## config.mk

```make
export PLATFORM = sky130hd
export DESIGN_NAME = rgb_pwm_seq
export DESIGN_NICKNAME = d
export VERILOG_FILES = /design/src/rtl/rgb_pwm_pkg.sv /design/src/rtl/pwm_channel.sv /design/src/rtl/rgb_pwm_seq.sv
export SDC_FILE = /design/constraint.sdc
export NUM_CORES = 1
export LEC_CHECK = 0
export ABC_AREA = 0
export CORE_ASPECT_RATIO = 0.9
export CORE_UTILIZATION = 62
export DETAILED_ROUTE_END_ITERATION = 16
export PLACE_DENSITY = 0.9
export SYNTH_ARGS = -nofsm -noshare
export SYNTH_HDL_FRONTEND = slang
export SYNTH_SLANG_ARGS = --single-unit
```

## constraint.sdc

```tcl
create_clock -name int_osc -period 3.5 [get_ports int_osc]
set_input_delay 0.35 -clock int_osc [delete_from_list [all_inputs] [get_ports int_osc]]
set_output_delay 0.35 -clock int_osc [all_outputs]
set_load 0.1 [all_outputs]
```

## src/rtl/rgb_pwm_pkg.sv

```systemverilog
// Shared types and constants for the RGB PWM colour sequencer.
// Also used by the optional fade build (RGB_PWM_FADE_EN).
package rgb_pwm_pkg;

   localparam int PHASE_W          = 8;
   localparam int DEFAULT_PRESCALE = 188;

   // Same packing as col_data: red in the top byte, blue in the bottom byte.
   typedef struct packed {
      logic [7:0] r;
      logic [7:0] g;
      logic [7:0] b;
   } rgb_t;

   typedef enum logic [0:0] {
      IDLE    = 1'b0,
      PENDING = 1'b1
   } seq_state_e;

endpackage

```

## src/rtl/pwm_channel.sv

```systemverilog
// One PWM colour channel: duty register, registered phase compare and,
// when RGB_PWM_FADE_EN is defined, a target register with a +/-1 fade step.
module pwm_channel
   import rgb_pwm_pkg::*;
(
   input  logic               clk,
   input  logic               rst,
   input  logic               enable,
   input  logic               boundary,
   input  logic               apply,
   input  logic [PHASE_W-1:0] phase,
   input  logic [PHASE_W-1:0] new_duty,
   output logic               pwm,
   output logic               busy
);

   logic [PHASE_W-1:0] duty_r;

`ifdef RGB_PWM_FADE_EN
   logic [PHASE_W-1:0] target_r;
   logic [PHASE_W-1:0] goal_s;

   // Fade goal: a target arriving on this boundary already steers this step
   always_comb begin
      goal_s = target_r;
      if (apply) begin
         goal_s = new_duty;
      end else begin
         goal_s = target_r;
      end
   end

   // Target register
   always_ff @(posedge clk or posedge rst) begin
      if (rst) begin
         target_r <= 8'd0;
      end else if (apply) begin
         target_r <= new_duty;
      end
   end

   // Duty walks one step per boundary toward the goal
   always_ff @(posedge clk or posedge rst) begin
      if (rst) begin
         duty_r <= 8'd0;
      end else if (boundary) begin
         if (duty_r < goal_s) begin
            duty_r <= duty_r + 8'd1;
         end else if (duty_r > goal_s) begin
            duty_r <= duty_r - 8'd1;
         end
      end
   end

   assign busy = (duty_r != target_r);
`else
   // Duty register, replaced in one step at a boundary
   always_ff @(posedge clk or posedge rst) begin
      if (rst) begin
         duty_r <= 8'd0;
      end else if (apply && boundary) begin
         duty_r <= new_duty;
      end
   end

   assign busy = 1'b0;
`endif

   // Registered compare; duty 255 still leaves one low step per period
   always_ff @(posedge clk or posedge rst) begin
      if (rst) begin
         pwm <= 1'b0;
      end else begin
         pwm <= enable & (phase < duty_r);
      end
   end

endmodule

```

## src/rtl/rgb_pwm_seq.sv

```systemverilog
// Colour-sequencing PWM generator for the iCE40 RGB driver; colours change
// only at period boundaries. Optional fade: define RGB_PWM_FADE_EN.
module rgb_pwm_seq
   import rgb_pwm_pkg::*;
#(
   parameter int PRESCALE = DEFAULT_PRESCALE
) (
   input  logic        int_osc,
   input  logic        rst,
   input  logic        enable,
   input  logic        col_valid,
   output logic        col_ready,
   input  logic [23:0] col_data,
   output logic        pwm_r,
   output logic        pwm_g,
   output logic        pwm_b,
   output logic        period_tick,
   output logic        busy
);

   localparam logic [15:0] PRE_LAST = 16'(PRESCALE - 1);

   logic [15:0]        pre_cnt_r;
   logic [PHASE_W-1:0] phase_r;
   logic               wrap_r;
   logic               tick_r;
   logic               pre_last_s;
   logic               boundary_s;
   logic               accept_s;
   logic               apply_s;
   logic               pend_s;
   seq_state_e         state_r;
   seq_state_e         state_s;
   rgb_t               col_s;
   rgb_t               pend_col_r;
   logic [2:0]         ch_busy_s;

   assign col_s      = col_data;
   assign pre_last_s = (pre_cnt_r == PRE_LAST);
   assign pend_s     = (state_r == PENDING);
   assign accept_s   = col_valid & ~pend_s;

   // With the PWM stopped every cycle is a boundary so requests land at once
   always_comb begin
      boundary_s = 1'b1;
      if (enable) begin
         boundary_s = pre_last_s & (phase_r == 8'hFF);
      end else begin
         boundary_s = 1'b1;
      end
   end

   // Prescaler and phase counter, parked at zero while disabled
   always_ff @(posedge int_osc or posedge rst) begin
      if (rst) begin
         pre_cnt_r <= 16'd0;
         phase_r   <= 8'd0;
      end else if (!enable) begin
         pre_cnt_r <= 16'd0;
         phase_r   <= 8'd0;
      end else if (pre_last_s) begin
         pre_cnt_r <= 16'd0;
         phase_r   <= phase_r + 8'd1;
      end else begin
         pre_cnt_r <= pre_cnt_r + 16'd1;
      end
   end

   // Period tick trails the phase-0 cycle by one clock to line up with pwm_x
   always_ff @(posedge int_osc or posedge rst) begin
      if (rst) begin
         wrap_r <= 1'b0;
         tick_r <= 1'b0;
      end else begin
         wrap_r <= boundary_s;
         tick_r <= enable & wrap_r;
      end
   end

   // Request state register
   always_ff @(posedge int_osc or posedge rst) begin
      if (rst) begin
         state_r <= IDLE;
      end else begin
         state_r <= state_s;
      end
   end

   // Next state; an accept on a boundary cycle waits for the next boundary
   always_comb begin
      state_s = state_r;
      apply_s = 1'b0;
      case (state_r)
         IDLE: begin
            if (accept_s) begin
               state_s = PENDING;
            end else begin
               state_s = IDLE;
            end
         end
         PENDING: begin
            if (boundary_s) begin
               state_s = IDLE;
               apply_s = 1'b1;
            end else begin
               state_s = PENDING;
            end
         end
         default: begin
            state_s = IDLE;
            apply_s = 1'b0;
         end
      endcase
   end

   // Pending colour register
   always_ff @(posedge int_osc or posedge rst) begin
      if (rst) begin
         pend_col_r <= '0;
      end else if (accept_s) begin
         pend_col_r <= col_s;
      end
   end

   pwm_channel u_ch_r (
      .clk      (int_osc),
      .rst      (rst),
      .enable   (enable),
      .boundary (boundary_s),
      .apply    (apply_s),
      .phase    (phase_r),
      .new_duty (pend_col_r.r),
      .pwm      (pwm_r),
      .busy     (ch_busy_s[2])
   );

   pwm_channel u_ch_g (
      .clk      (int_osc),
      .rst      (rst),
      .enable   (enable),
      .boundary (boundary_s),
      .apply    (apply_s),
      .phase    (phase_r),
      .new_duty (pend_col_r.g),
      .pwm      (pwm_g),
      .busy     (ch_busy_s[1])
   );

   pwm_channel u_ch_b (
      .clk      (int_osc),
      .rst      (rst),
      .enable   (enable),
      .boundary (boundary_s),
      .apply    (apply_s),
      .phase    (phase_r),
      .new_duty (pend_col_r.b),
      .pwm      (pwm_b),
      .busy     (ch_busy_s[0])
   );

   assign col_ready   = ~pend_s;
   assign busy        = pend_s | (|ch_busy_s);
   assign period_tick = tick_r;

endmodule

```

# --- Word-level counts from Yosys, hierarchy flattened ---
# Index checks and enable logic that the tools add are counted.
totals:
  inputBits: 28
  word_cells: 40
  out_inout_bits: 6
  reg_bits: 78
op_classes:
  order_cmp: 3
  n_addsub: 2
  bitwise_logic: 7
  mux: 10
  reduce_logical: 1
  n_eq_ne: 3
op_table:
  columns: ["operator", "count"]
  rows:
  - ["2-to-1 mux 16 bit", 2]
  - ["< comparator 8 bit", 3]
  - ["adder 16 x 1 -> 16 bit (second input constant)", 1]
  - ["== test 16 x 8 -> 1 bit (second input constant)", 1]
  - ["2-to-1 mux 8 bit", 2]
  - ["adder 8 x 1 -> 8 bit (second input constant)", 1]
  - ["== test 8 bit (second input constant)", 1]
  - ["bitwise AND 1 bit", 6]
  - ["2-to-1 mux 1 bit", 5]
  - ["inequality test 2 x 1 -> 1 bit (second input constant)", 1]
  - ["case mux 1 bit (2 select lines)", 1]
  - ["logical AND 1 bit", 1]
  - ["NOT 1 bit", 1]

# --- Depth between registers and ports, before layout ---
# Gate-level depths: netlist of run 1.
depth:
  depth_word: 6
  ltp_mapped: 7
  depth_no_buf: 5

# --- Hierarchy ---
# Synthesis of run 1 repeated with hierarchy kept, for this count alone.
hier_totals:
  hier_cells: 329
  area_unflattened_um2: 3776.1
by_module_without_submodules:
  columns: ["module", "cells_per_inst", "seq_area_each_um2", "instances", "area_each_um2"]
  rows:
  - ["rgb_pwm_seq", 188, 1276.2, 1, 2229.6]
  - ["pwm_channel", 47, 225.2, 3, 515.5]

# --- Worst setup path before layout of run 1 ---
# OpenSTA, ideal clock, no wires.
synth_timing:
  kind: "register to register"
  from: "reg state_r (netlist: pend_s)"
  to: "reg u_ch_b.duty_r[0]"
  n_path_buf: 2
  slack_ns: 0.851
  setup_ns: 0.125
  t_arrival_ns: 2.524
  stages_incl_launch_ff: 6
  cell_sequence: "dfrtp_1 > inv_1 > o32a_1 > buf_6 > buf_6 > mux2_4"
synth_between:
  elab_chain_cells: 2
synth_lines:
  columns: ["item", "line_no", "source"]
  rows:
  - ["start: declaration", "rgb_pwm_seq.sv:32", "seq_state_e state_r;"]
  - ["start signal: assignment", "rgb_pwm_seq.sv:85", "state_r <= state_s;"]
  - ["2-to-1 mux 1 bit", "rgb_pwm_seq.sv:93", "case (state_r)"]
  - ["logical AND 1 bit", "pwm_channel.sv:61", "end else if (apply && boundary) begin"]
  - ["end signal: assignment", "pwm_channel.sv:62", "duty_r <= new_duty;"]
  - ["end: declaration", "pwm_channel.sv:17", "logic [PHASE_W-1:0] duty_r;"]
# Every way passes these cells.
# A chain may end at the register's enable or synchronous reset.

# --- Worst setup path in the final report of run 1 ---
layout_timing:
  from: "reg pre_cnt_r[0]"
  to: "reg u_ch_b.duty_r[1]"
layout_between:
  elab_chain_cells: 6
layout_lines:
  columns: ["item", "line_no", "source"]
  rows:
  - ["start: declaration", "rgb_pwm_seq.sv:23", "logic [15:0] pre_cnt_r;"]
  - ["start signal: assignment", "rgb_pwm_seq.sv:65", "pre_cnt_r <= pre_cnt_r + 16'd1;"]
  - ["== test 16 x 8 -> 1 bit *", "rgb_pwm_seq.sv:39", "assign pre_last_s = (pre_cnt_r == PRE_LAST);"]
  - ["bitwise AND 1 bit *", "rgb_pwm_seq.sv:47", "boundary_s = pre_last_s & (phase_r == 8'hFF);"]
  - ["2-to-1 mux 1 bit *", "rgb_pwm_seq.sv:46", "if (enable) begin"]
  - ["2-to-1 mux 1 bit", "rgb_pwm_seq.sv:102", "if (boundary_s) begin"]
  - ["2-to-1 mux 1 bit", "rgb_pwm_seq.sv:93", null]
  - ["logical AND 1 bit *", "pwm_channel.sv:61", null]
# Mark *: on every way between the ends. The rest lies on a longest branch, timed or not.

==> results of run 1 <==
## flip-flops by register name, indices dropped and copies added, names as in the netlist
signal / count
period_tick: 1
u_ch_r.pwm: 1
pend_s: 1
pend_col_r: 24
u_ch_b.duty_r: 8
phase_r: 8
u_ch_b.pwm: 1
u_ch_g.duty_r: 8
pre_cnt_r: 16
u_ch_g.pwm: 1
wrap_r: 1
u_ch_r.duty_r: 8
## Yosys cell counts (2+ instances only)
library cell   n
mux2_2        28
xor2_1         4
nand2b_1       3
and3_1         2
dfrtp_1       78
a21o_1         3
a21oi_1        9
nor3_1         3
clkbuf_1       5
nand4_1        7
nand2_1        7
buf_6          4
inv_1         28
nor2_1        19
a211oi_1       3
mux2_4        20
nand3_1        6
o21a_1         3
o31ai_1        4
ha_1          23
o211ai_1       3
nor4_1         9
or3_1          2
o31a_1         3
o21ai_0        2
or4_1          7
xnor2_1       11
## cells by family (layout without fill, tap and decap cells)
family                     after synthesis  in the layout
DFF                                     78             78
muxes                                   49             49
AOI/OAI and AO/OA                       33             33
xor gates and xnor gates                15             15
buffers and inverters                   39             81
adders and majority gates               23             23
and+or+nand+nor                         73             73
## stage by stage
step | setup WS, ps | util | hold slack (ps) | std cells
2_1_floorplan | 851 | - | 434 | 310
3_3_place_gp | 889 | 0.723 | 441 | 406
3_5_place_dp | 750 | 0.723 | 444 | 406
4_1_cts | 740 | 0.767 | 462 | 422
5_1_grt | 622 | 0.767 | 496 | 422
6_report | 726 | 0.767 | 459 | 422
## layout make-up
cell class	count	area (um^2)
Timing Repair Buffer	37	360
Multi-Input combinational cell	193	1710
Fill cell	376	1360
Tap cell	70	87.6
Clock inverter	5	104
Inverter	28	105
Clock buffer	11	151
Sequential cell	78	1950
## power by group
| group | internal [mW] | total [mW] | switching [mW] |
|---|---|---|---|
| Sequential | 1.09 | 1.21 | 0.119 |
| Clock | 0.514 | 0.844 | 0.330 |
| Combinational | 0.336 | 0.592 | 0.256 |
| Total | 1.94 | 2.65 | 0.705 |
## metal layers
metal	track usage	part of all wire	wire length (um)	vias up
li1	-	-	-	1180
met1	0.330	0.43	3150	1275
met2	0.414	0.50	3670	70
met3	0.0596	0.052	378	10
met4	0.0864	0.0090	65	0
met5	0	0	0	-
## worst max-delay path, stage by stage, from the launching register on
cell and delay (ps):
dfrtp_1 420, ha_1 280, nor4b_4 160, nand4_2 80, buf_4 210, o32a_1 810, buf_4 370, mux2_4 320
## how the worst min path moves through the flow
stage                     startpoint           to  slack (ps)  depth (start not counted)
after floorplan               wrap_r  period_tick         430                          1
after global placement        wrap_r  period_tick         440                          1
after detailed placement      wrap_r  period_tick         440                          1
after CTS                     wrap_r  period_tick         460                          1
after global routing          wrap_r  period_tick         500                          1
final                         wrap_r  period_tick         460                          1
==> reports/results.txt, run 1 <==
first-pass GRT wire length - 12.6 mm
synthesized area - 0.00383 mm^2
RSZ-0062 raised after global routing - no
antenna violation net count after detailed routing - 0
Critical Path RT - 3740 ps
wire per inst - 17.2 um
post-cts gate resize count - 0
routability cong. - 0.849
number of antenna violations at the first check in global routing - 0
Seq/Total Area, Yosys - 0.509
crit path max fanout - 17
largest net degree at the start of global routing - 79
HPWL Detailed - 4.70 mm
Area after DPL - 0.00421 mm^2
Antenna Cells - 0
Syn Inst Count - 310
Synth area leaders - dfrtp_1 (51%), mux2_2 (8.2%), mux2_4 (7.8%), ha_1 (7.5%), inv_1 (2.7%)
setup TNS after final layout - 0 ps
Worst-Skew Late Latency - 360 ps
final setup vio count - 0
Critical Path Start Type - register
critical path class - register to register
Synth cell types - 41
depth of the worst register-to-register path - 7
post-layout min period - 2770 ps
most frequent cells in the layout - dfrtp_1 (78), clkdlybuf4s50_1 (33), mux2_2 (28), inv_1 (27), ha_1 (23)
syn nets - 361
Layout Area Growth over Synthesis - 16.5%
FF-to-FF End - u_ch_b.duty_r[1]
status - finished, violations left
Ports - 34
GRT Total Usage - 0.252
Mean Syn Cell Area - 12.4 um^2
number of synthesized flops with an enable pin - 0
crit share post-route - 0.792
vias in the first global route - 2663
Synth Area in XOR/XNOR - 0.0343
CTS clock-pin slew for the worst setup and hold paths - 80 ps
CTS root buffer - clkbuf_8
Max Cap Violations - 0
Initial Util - 0.659
pwr dens - 592 mW/mm^2
Pins Over Slew Limit - 0
compound-cell area share of the yosys netlist - 0.0594
Die X - 84.9 um
VDD IR max - 0.451 mV
worst hold path type - register to register
number of vias per cell - 6.01
post-synthesis register bit count - 78
Warnings, synthesis - 0
CTS Buffer Depth - 2
via count - 2535
Clock Sinks - 78
crit path capture - u_ch_b.duty_r[1]
Final Hold Vio Count - 0
grt ovf - 0
Die Height - 76.6 um
Routed WL - 7.26 mm
mux cell area share after synthesis - 0.163
Rows - 26
failing checks - design-rule violations
async set-reset flop share out of synthesis - 1.00
Post-CTS Hold Fix Bufs - 0
largest family of logic cells by synthesized area - multiplexers
number of port buffers - 33
CTS tree - yes
post-synth top area share - 0.509
simple-gate share of the synthesized area - 0.113
main flop type after synthesis - dfrtp_1
WP data arrival - 3010 ps
DRC viols - 1
DRT Pass-1 Iters - 10
TritonCTS buffer count - 9
Initial DRC Count - 158
reg-to-reg critical path startpoint - pre_cnt_r[0]
layout cell share with drive strength beyond 1 - 0.210
Leak Pwr - 2.08 nW
CP endpoint kind - register
FMAX - 361 MHz
commonest non-fill, non-tap cell in the layout - dfrtp_1
Slew @ Worst Pin - 967 ps
post-synthesis adder-cell area fraction - 0.0750
Die Footprint - 0.00650 mm^2
Post-CTS Setup Bufs - 0
Total Power - 2.65 mW
Critical Path Start - pre_cnt_r[0]
slew margin rel. - 0.353
# nets final - 398
area leader, netlist - dfrtp_1
Worst Skew - 11.0 ps
core area - 0.00582 mm^2
post-route cell area - 0.00447 mm^2
H-tree Lvls - 3
Reg2Reg Setup Slack - 730 ps
Note: power is estimated with default switching activity, not from simulation.
==> inputs of run 2 (changes only) <==
Settings changed: CORE_UTILIZATION 62 to 57, PLACE_DENSITY 0.9 to 0.84.
Clock period 3.5 ns to 2.7 ns, I/O delays scaled along.
==> run 2 against run 1 <==
  * The flow now finishes without violations
  * Worst hold slack worse by 140 ps
  * Clock skew decreased by 1.3 ps
  * Largest power group unchanged
  * Sequential share of layout area about the same
  * Clock-buffer cell count increased by 2
  * Global-route usage shrank 1.3 points
  * Sequential cell count is the same
  * Final cell count rose by 4.3%
  * Via count up 2.2%
  * Wire length is 0.96% lower
==> reports/results.txt, run 2 (synthesized netlist as in run 1, its figures left out) <==
max reg flops - 24 (unchanged)
P_int - 2.44 mW (was 1.94 mW)
Worst Skew - 9.71 ps (was 11.0 ps)
CP endpoint kind - register (unchanged)
Pins Over Slew Limit - 0 (unchanged)
crit share post-route - 0.796 (was 0.792)
routability cong. - 0.810 (was 0.849)
Post-CTS Hold Fix Bufs - 0 (unchanged)
Worst-Skew Late Latency - 350 ps (was 360 ps)
setup TNS after final layout - 0 ps (unchanged)
Area after DPL - 0.00424 mm^2 (was 0.00421 mm^2)
critical path class - register to register (unchanged)
Fin Hold WS - 322 ps (was 459 ps)
Initial Util - 0.607 (was 0.659)
# nets final - 399 (was 398)
post-route cell area - 0.00447 mm^2 (about the same)
FMAX - 466 MHz (was 361 MHz)
Die Footprint - 0.00706 mm^2 (was 0.00650 mm^2)
antenna violation net count after detailed routing - 0 (unchanged)
DRT Pass-1 Iters - 4 (was 10)
Post-CTS Setup Bufs - 0 (unchanged)
Top Registers - pend_col_r: 24 flops, pre_cnt_r: 16 flops (unchanged)
largest net degree at the start of global routing - 79 (unchanged)
Worst path slowest cell - dfrtp_1 (was o32a_1)
commonest non-fill, non-tap cell in the layout - dfrtp_1 (unchanged)
CTS root buffer - clkbuf_8 (unchanged)
HPWL Detailed - 4.93 mm (was 4.70 mm)
Logic pwr share - 0.225 (was 0.224)
GRT Total Usage - 0.239 (was 0.252)
number of vias per cell - 5.89 (was 6.01)
Reg2Reg Setup Slack - 550 ps (was 730 ps)
Critical Path RT - 2930 ps (was 3740 ps)
wire per inst - 16.3 um (was 17.2 um)
FF-to-FF End - u_ch_g.duty_r[4] (was u_ch_b.duty_r[1])
depth of the worst register-to-register path - 6 (was 7)
worst hold path type - input pin to asynchronous set/reset pin (was register to register)
fillcell total - 472 (was 376)
number of antenna violations at the first check in global routing - 0 (unchanged)
register with the most flip-flops - pend_col_r (unchanged)
slew margin rel. - 0.629 (was 0.353)
switching portion of total power - 0.265 (was 0.267)
Die X - 88.5 um (was 84.9 um)
Ports - 34 (unchanged)
Die Height - 79.8 um (was 76.6 um)
Clock power frac - 0.302 (was 0.319)
WP data arrival - 2370 ps (was 3010 ps)
VDD IR max - 0.538 mV (was 0.451 mV)
final setup vio count - 0 (unchanged)
grt ovf - 0 (unchanged)
CTS clock-pin slew for the worst setup and hold paths - 80 ps (about the same)
Largest stage delay, worst path - 410 ps (was 810 ps)
Net Switching - 882 uW (was 705 uW)
layout cell share with drive strength beyond 1 - 0.227 (was 0.210)
CTS tree - yes (unchanged)
DRC viols - 0 (was 1)
pwr dens - 743 mW/mm^2 (was 592 mW/mm^2)
post-cts gate resize count - 0 (unchanged)
first-pass GRT wire length - 12.4 mm (was 12.6 mm)
post-layout min period - 2150 ps (was 2770 ps)
Clock Sinks - 78 (unchanged)
most frequent cells in the layout - dfrtp_1 (78), mux2_2 (28), inv_1 (27), clkdlybuf4s50_1 (27), ha_1 (23) (was dfrtp_1 (78), clkdlybuf4s50_1 (33), mux2_2 (28), inv_1 (27), ha_1 (23))
Final Hold Vio Count - 0 (unchanged)
vias in the first global route - 2618 (was 2663)
H-tree Lvls - 3 (unchanged)
Slew @ Worst Pin - 549 ps (was 967 ps)
RSZ-0062 raised after global routing - no (unchanged)
Rows - 27 (was 26)
reg-to-reg critical path startpoint - pre_cnt_r[0] (unchanged)
CP cell instances - ha_1 > nor4b_4 > nand4_2 > o32a_1 > buf_4 > mux2_4 (was ha_1 > nor4b_4 > nand4_2 > buf_4 > o32a_1 > buf_4 > mux2_4)
Critical Path Start - pre_cnt_r[0] (unchanged)
Critical Path Start Type - register (unchanged)
CTS Buffer Depth - 2 (unchanged)
Antenna Cells - 0 (unchanged)
core area - 0.00632 mm^2 (was 0.00582 mm^2)
status - finished clean (was finished, violations left)
crit path max fanout - 14 (was 17)
Leak Pwr - 2.08 nW (about the same)
crit path capture - u_ch_g.duty_r[4] (was u_ch_b.duty_r[1])
Initial DRC Count - 227 (was 158)
number of port buffers - 33 (unchanged)
sequential share of power - 0.473 (was 0.457)
TritonCTS buffer count - 9 (unchanged)
via count - 2592 (was 2535)
Layout Area Growth over Synthesis - 16.6% (was 16.5%)
Routed WL - 7.19 mm (was 7.26 mm)
Max Cap Violations - 0 (unchanged)
-- run 2: cell types whose count changed in the layout (fill, tap and decap cells not counted), sizes merged --
cell	before	now
clkdlybuf4s50	33	27
clkbuf	11	13
inv	29	28
buf	4	11
bufinv	3	2
-- run 2: area by class of cell --
type | instances | area (um^2) | share of cell area
clock buffers | 13 | 169 | 0.0378
clock inverters | 3 | 65.1 | 0.0145
inverters | 28 | 105 | 0.0235
multi-input cells | 193 | 1710 | 0.382
flip-flops and latches | 78 | 1950 | 0.436
well taps | 87 | 109 | 0.0243
repair buffers | 38 | 365 | 0.0817
-- run 2: worst min-delay path by stage --
stage | startpoint | end | cells past startpoint | slack (ps)
after floorplan | enable | wrap_r | 1 | 370
after global placement | wrap_r | period_tick | 1 | 440
after detailed placement | wrap_r | period_tick | 1 | 450
after CTS | rst | u_ch_g.duty_r[2] | 3 | 340
after global routing | rst | u_ch_g.duty_r[5] | 3 | 380
final | rst | pend_col_r[11] | 3 | 320
-- run 2: through the flow --
| step | util | setup slack, ps | power (mW) | cells |
|---|---|---|---|---|
| detailed placement | 0.671 | 617 | 2.35 | 424 |
| global route | 0.708 | 469 | 3.49 | 440 |
| floorplan | - | 51.3 | 2.14 | 310 |
| CTS | 0.708 | 580 | 3.35 | 440 |
| finish | 0.708 | 552 | 3.32 | 440 |
| global placement | 0.671 | 667 | 2.29 | 424 |
-- run 2: per-layer routing --
metal	track usage	vias to the layer above	part of all wire
li1	-	1181	-
met1	0.309	1294	0.42
met2	0.382	96	0.50
met3	0.0548	21	0.058
met4	0.110	0	0.020
met5	0	-	0
-- run 2: power by group through the flow --
stage	sequential, mW	combinational [mW]	clock [mW]
after detailed placement	1.59	0.756	0
after global placement	1.57	0.713	0
after CTS	1.57	0.760	1.02
final	1.57	0.749	1.00
after global routing	1.60	0.832	1.06
after floorplan	1.57	0.570	0
-- run 2: critical path, delay by kind of cell (launching register included) --
| family | cells | cell delay [ps] |
|---|---|---|
| AND/OR/NAND/NOR | 2 | 400 |
| multiplexers | 1 | 320 |
| AO/OA/AOI/OAI | 1 | 390 |
| flip-flops | 1 | 410 |
| buffers and inverters | 1 | 220 |
| adder cells (fa/ha/maj) | 1 | 290 |
==> inputs of run 3 (changes only) <==
Clock period 2.7 ns to 2.15 ns, I/O delays scaled along.
==> run 3 against run 2 <==
  * Via count shrank 2.7%
  * Sequential cell count unchanged
  * Sequential share of layout area down 0.45 points
  * Combinational power up 26%
  * Worst hold slack worse by 14 ps
  * First-iteration DRC count rose by 15%
  * Cell area increased by 1.2%
  * Final cell count up 1.4%
  * Non-clock buffer count up 6
  * Critical endpoint is now u_ch_r.duty_r[4]
  * Worst setup slack worse by 390 ps
  * Clock skew decreased by 1.8 ps
  * Clock power is 25% higher
==> reports/results.txt, run 3 (synthesized netlist as in run 1, its figures left out) <==
status - finished clean (unchanged)
slew margin rel. - 0.630 (was 0.629)
depth of the worst register-to-register path - 5 (was 6)
final setup vio count - 0 (unchanged)
RSZ-0062 raised after global routing - no (unchanged)
max reg flops - 24 (unchanged)
largest net degree at the start of global routing - 46 (was 79)
Max Cap Violations - 0 (unchanged)
VDD IR max - 0.727 mV (was 0.538 mV)
CTS Buffer Depth - 2 (unchanged)
Final Hold Vio Count - 0 (unchanged)
grt ovf - 0 (unchanged)
Die X - 88.5 um (unchanged)
Slew @ Worst Pin - 555 ps (was 549 ps)
core area - 0.00632 mm^2 (unchanged)
Initial DRC Count - 261 (was 227)
CTS root buffer - clkbuf_8 (unchanged)
wire per inst - 15.7 um (was 16.3 um)
register with the most flip-flops - pend_col_r (unchanged)
Critical Path RT - 2400 ps (was 2930 ps)
post-layout util - 0.717 (was 0.708)
# nets final - 405 (was 399)
critical path class - register to register (unchanged)
crit path max fanout - 24 (was 14)
Critical Path Start Type - register (unchanged)
Pins Over Slew Limit - 0 (unchanged)
crit path capture - u_ch_r.duty_r[4] (was u_ch_g.duty_r[4])
CP endpoint kind - register (unchanged)
CTS tree - yes (unchanged)
Rows - 27 (unchanged)
worst hold path type - input pin to asynchronous set/reset pin (unchanged)
Worst Skew - 7.90 ps (was 9.71 ps)
most frequent cells in the layout - dfrtp_1 (77), mux2_2 (28), clkdlybuf4s50_1 (27), inv_1 (26), ha_1 (23) (was dfrtp_1 (78), mux2_2 (28), inv_1 (27), clkdlybuf4s50_1 (27), ha_1 (23))
commonest non-fill, non-tap cell in the layout - dfrtp_1 (unchanged)
final worst slack - 167 ps (was 552 ps)
Initial Util - 0.607 (unchanged)
layout cell share with drive strength beyond 1 - 0.248 (was 0.227)
via count - 2522 (was 2592)
Place WS - 186 ps (was 617 ps)
vias in the first global route - 2492 (was 2618)
DRC viols - 0 (unchanged)
DRT Pass-1 Iters - 4 (unchanged)
Routed WL - 6.99 mm (was 7.19 mm)
Layout Area Growth over Synthesis - 18.1% (was 16.6%)
Post-CTS Hold Fix Bufs - 0 (unchanged)
Reg2Reg Setup Slack - 170 ps (was 550 ps)
number of antenna violations at the first check in global routing - 0 (unchanged)
FMAX - 504 MHz (was 466 MHz)
fin cells - 446 (was 440)
reg-to-reg critical path startpoint - pre_cnt_r[2] (was pre_cnt_r[0])
Clock Sinks - 78 (unchanged)
WP data arrival - 2230 ps (was 2370 ps)
Leak Pwr - 2.10 nW (was 2.08 nW)
Top Registers - pend_col_r: 24 flops, pre_cnt_r: 16 flops (unchanged)
Die Height - 79.8 um (unchanged)
setup TNS after final layout - 0 ps (unchanged)
post-cts gate resize count - 0 (unchanged)
routability cong. - 0.791 (was 0.810)
CTS clock-pin slew for the worst setup and hold paths - 80 ps (about the same)
TritonCTS buffer count - 9 (unchanged)
GRT Total Usage - 0.233 (was 0.239)
antenna violation net count after detailed routing - 0 (unchanged)
Worst-Skew Late Latency - 360 ps (was 350 ps)
Ports - 34 (unchanged)
FF-to-FF End - u_ch_r.duty_r[4] (was u_ch_g.duty_r[4])
post-layout min period - 1980 ps (was 2150 ps)
Critical Path Start - pre_cnt_r[2] (was pre_cnt_r[0])
Post-CTS Setup Bufs - 0 (unchanged)
H-tree Lvls - 3 (unchanged)
HPWL Detailed - 4.95 mm (was 4.93 mm)
Die Footprint - 0.00706 mm^2 (unchanged)
pwr dens - 919 mW/mm^2 (was 743 mW/mm^2)
number of vias per cell - 5.65 (was 5.89)
crit share post-route - 0.923 (was 0.796)
first-pass GRT wire length - 12.0 mm (was 12.4 mm)
Antenna Cells - 0 (unchanged)
placed cells - 430 (was 424)
number of port buffers - 33 (unchanged)
==> run 3: final cells by class <==
| class | instances | area [um^2] |
|---|---|---|
| clock buffers | 11 | 151 |
| flip-flops and latches | 78 | 1960 |
| repair buffers | 44 | 410 |
| fillers | 450 | 1790 |
| clock inverters | 5 | 81.3 |
| inverters | 28 | 113 |
| well taps | 87 | 109 |
| multi-input cells | 193 | 1710 |
==> run 3: metrics by stage <==
stage          total power [mW]  hold slack [ps]  cell area (um^2)
2_1_floorplan              2.70              310              3850
3_3_place_gp               2.88              440              4300
3_5_place_dp               2.95              446              4300
4_1_cts                    4.21              313              4530
5_1_grt                    4.39              336              4530
6_report                   4.16              308              4530
==> run 3: how the worst min path moves through the flow <==
stage / slack [ps] / to / cells past startpoint / start
2_1_floorplan: 310 / wrap_r / 1 / enable
3_3_place_gp: 440 / period_tick / 1 / wrap_r
3_5_place_dp: 450 / period_tick / 1 / wrap_r
4_1_cts: 310 / u_ch_g.duty_r[4] / 3 / rst
5_1_grt: 340 / pend_col_r[11] / 3 / rst
6_report: 310 / u_ch_g.pwm / 3 / rst
==> run 3: metal layers <==
layer	routed length, um	global-route usage	part of all wire
met5	0	0	0
met4	83	0.0919	0.012
met3	457	0.0703	0.065
met2	3240	0.340	0.46
met1	3210	0.326	0.46
==> run 3: power by group <==
group / leakage (nW) / internal [mW] / switching (mW) / total (mW)
clock network: 0.116 / 0.716 / 0.533 / 1.25
logic: 1.02 / 0.546 / 0.398 / 0.944
registers: 0.965 / 1.78 / 0.189 / 1.97
total: 2.10 / 3.04 / 1.12 / 4.16
==> run 3: critical path: stages, from the launching register on <==
cell	delay, ps
dfrtp_1	480
nor4b_4	350
nand4_2	120
o32a_1	410
buf_12	190
mux2_4	310
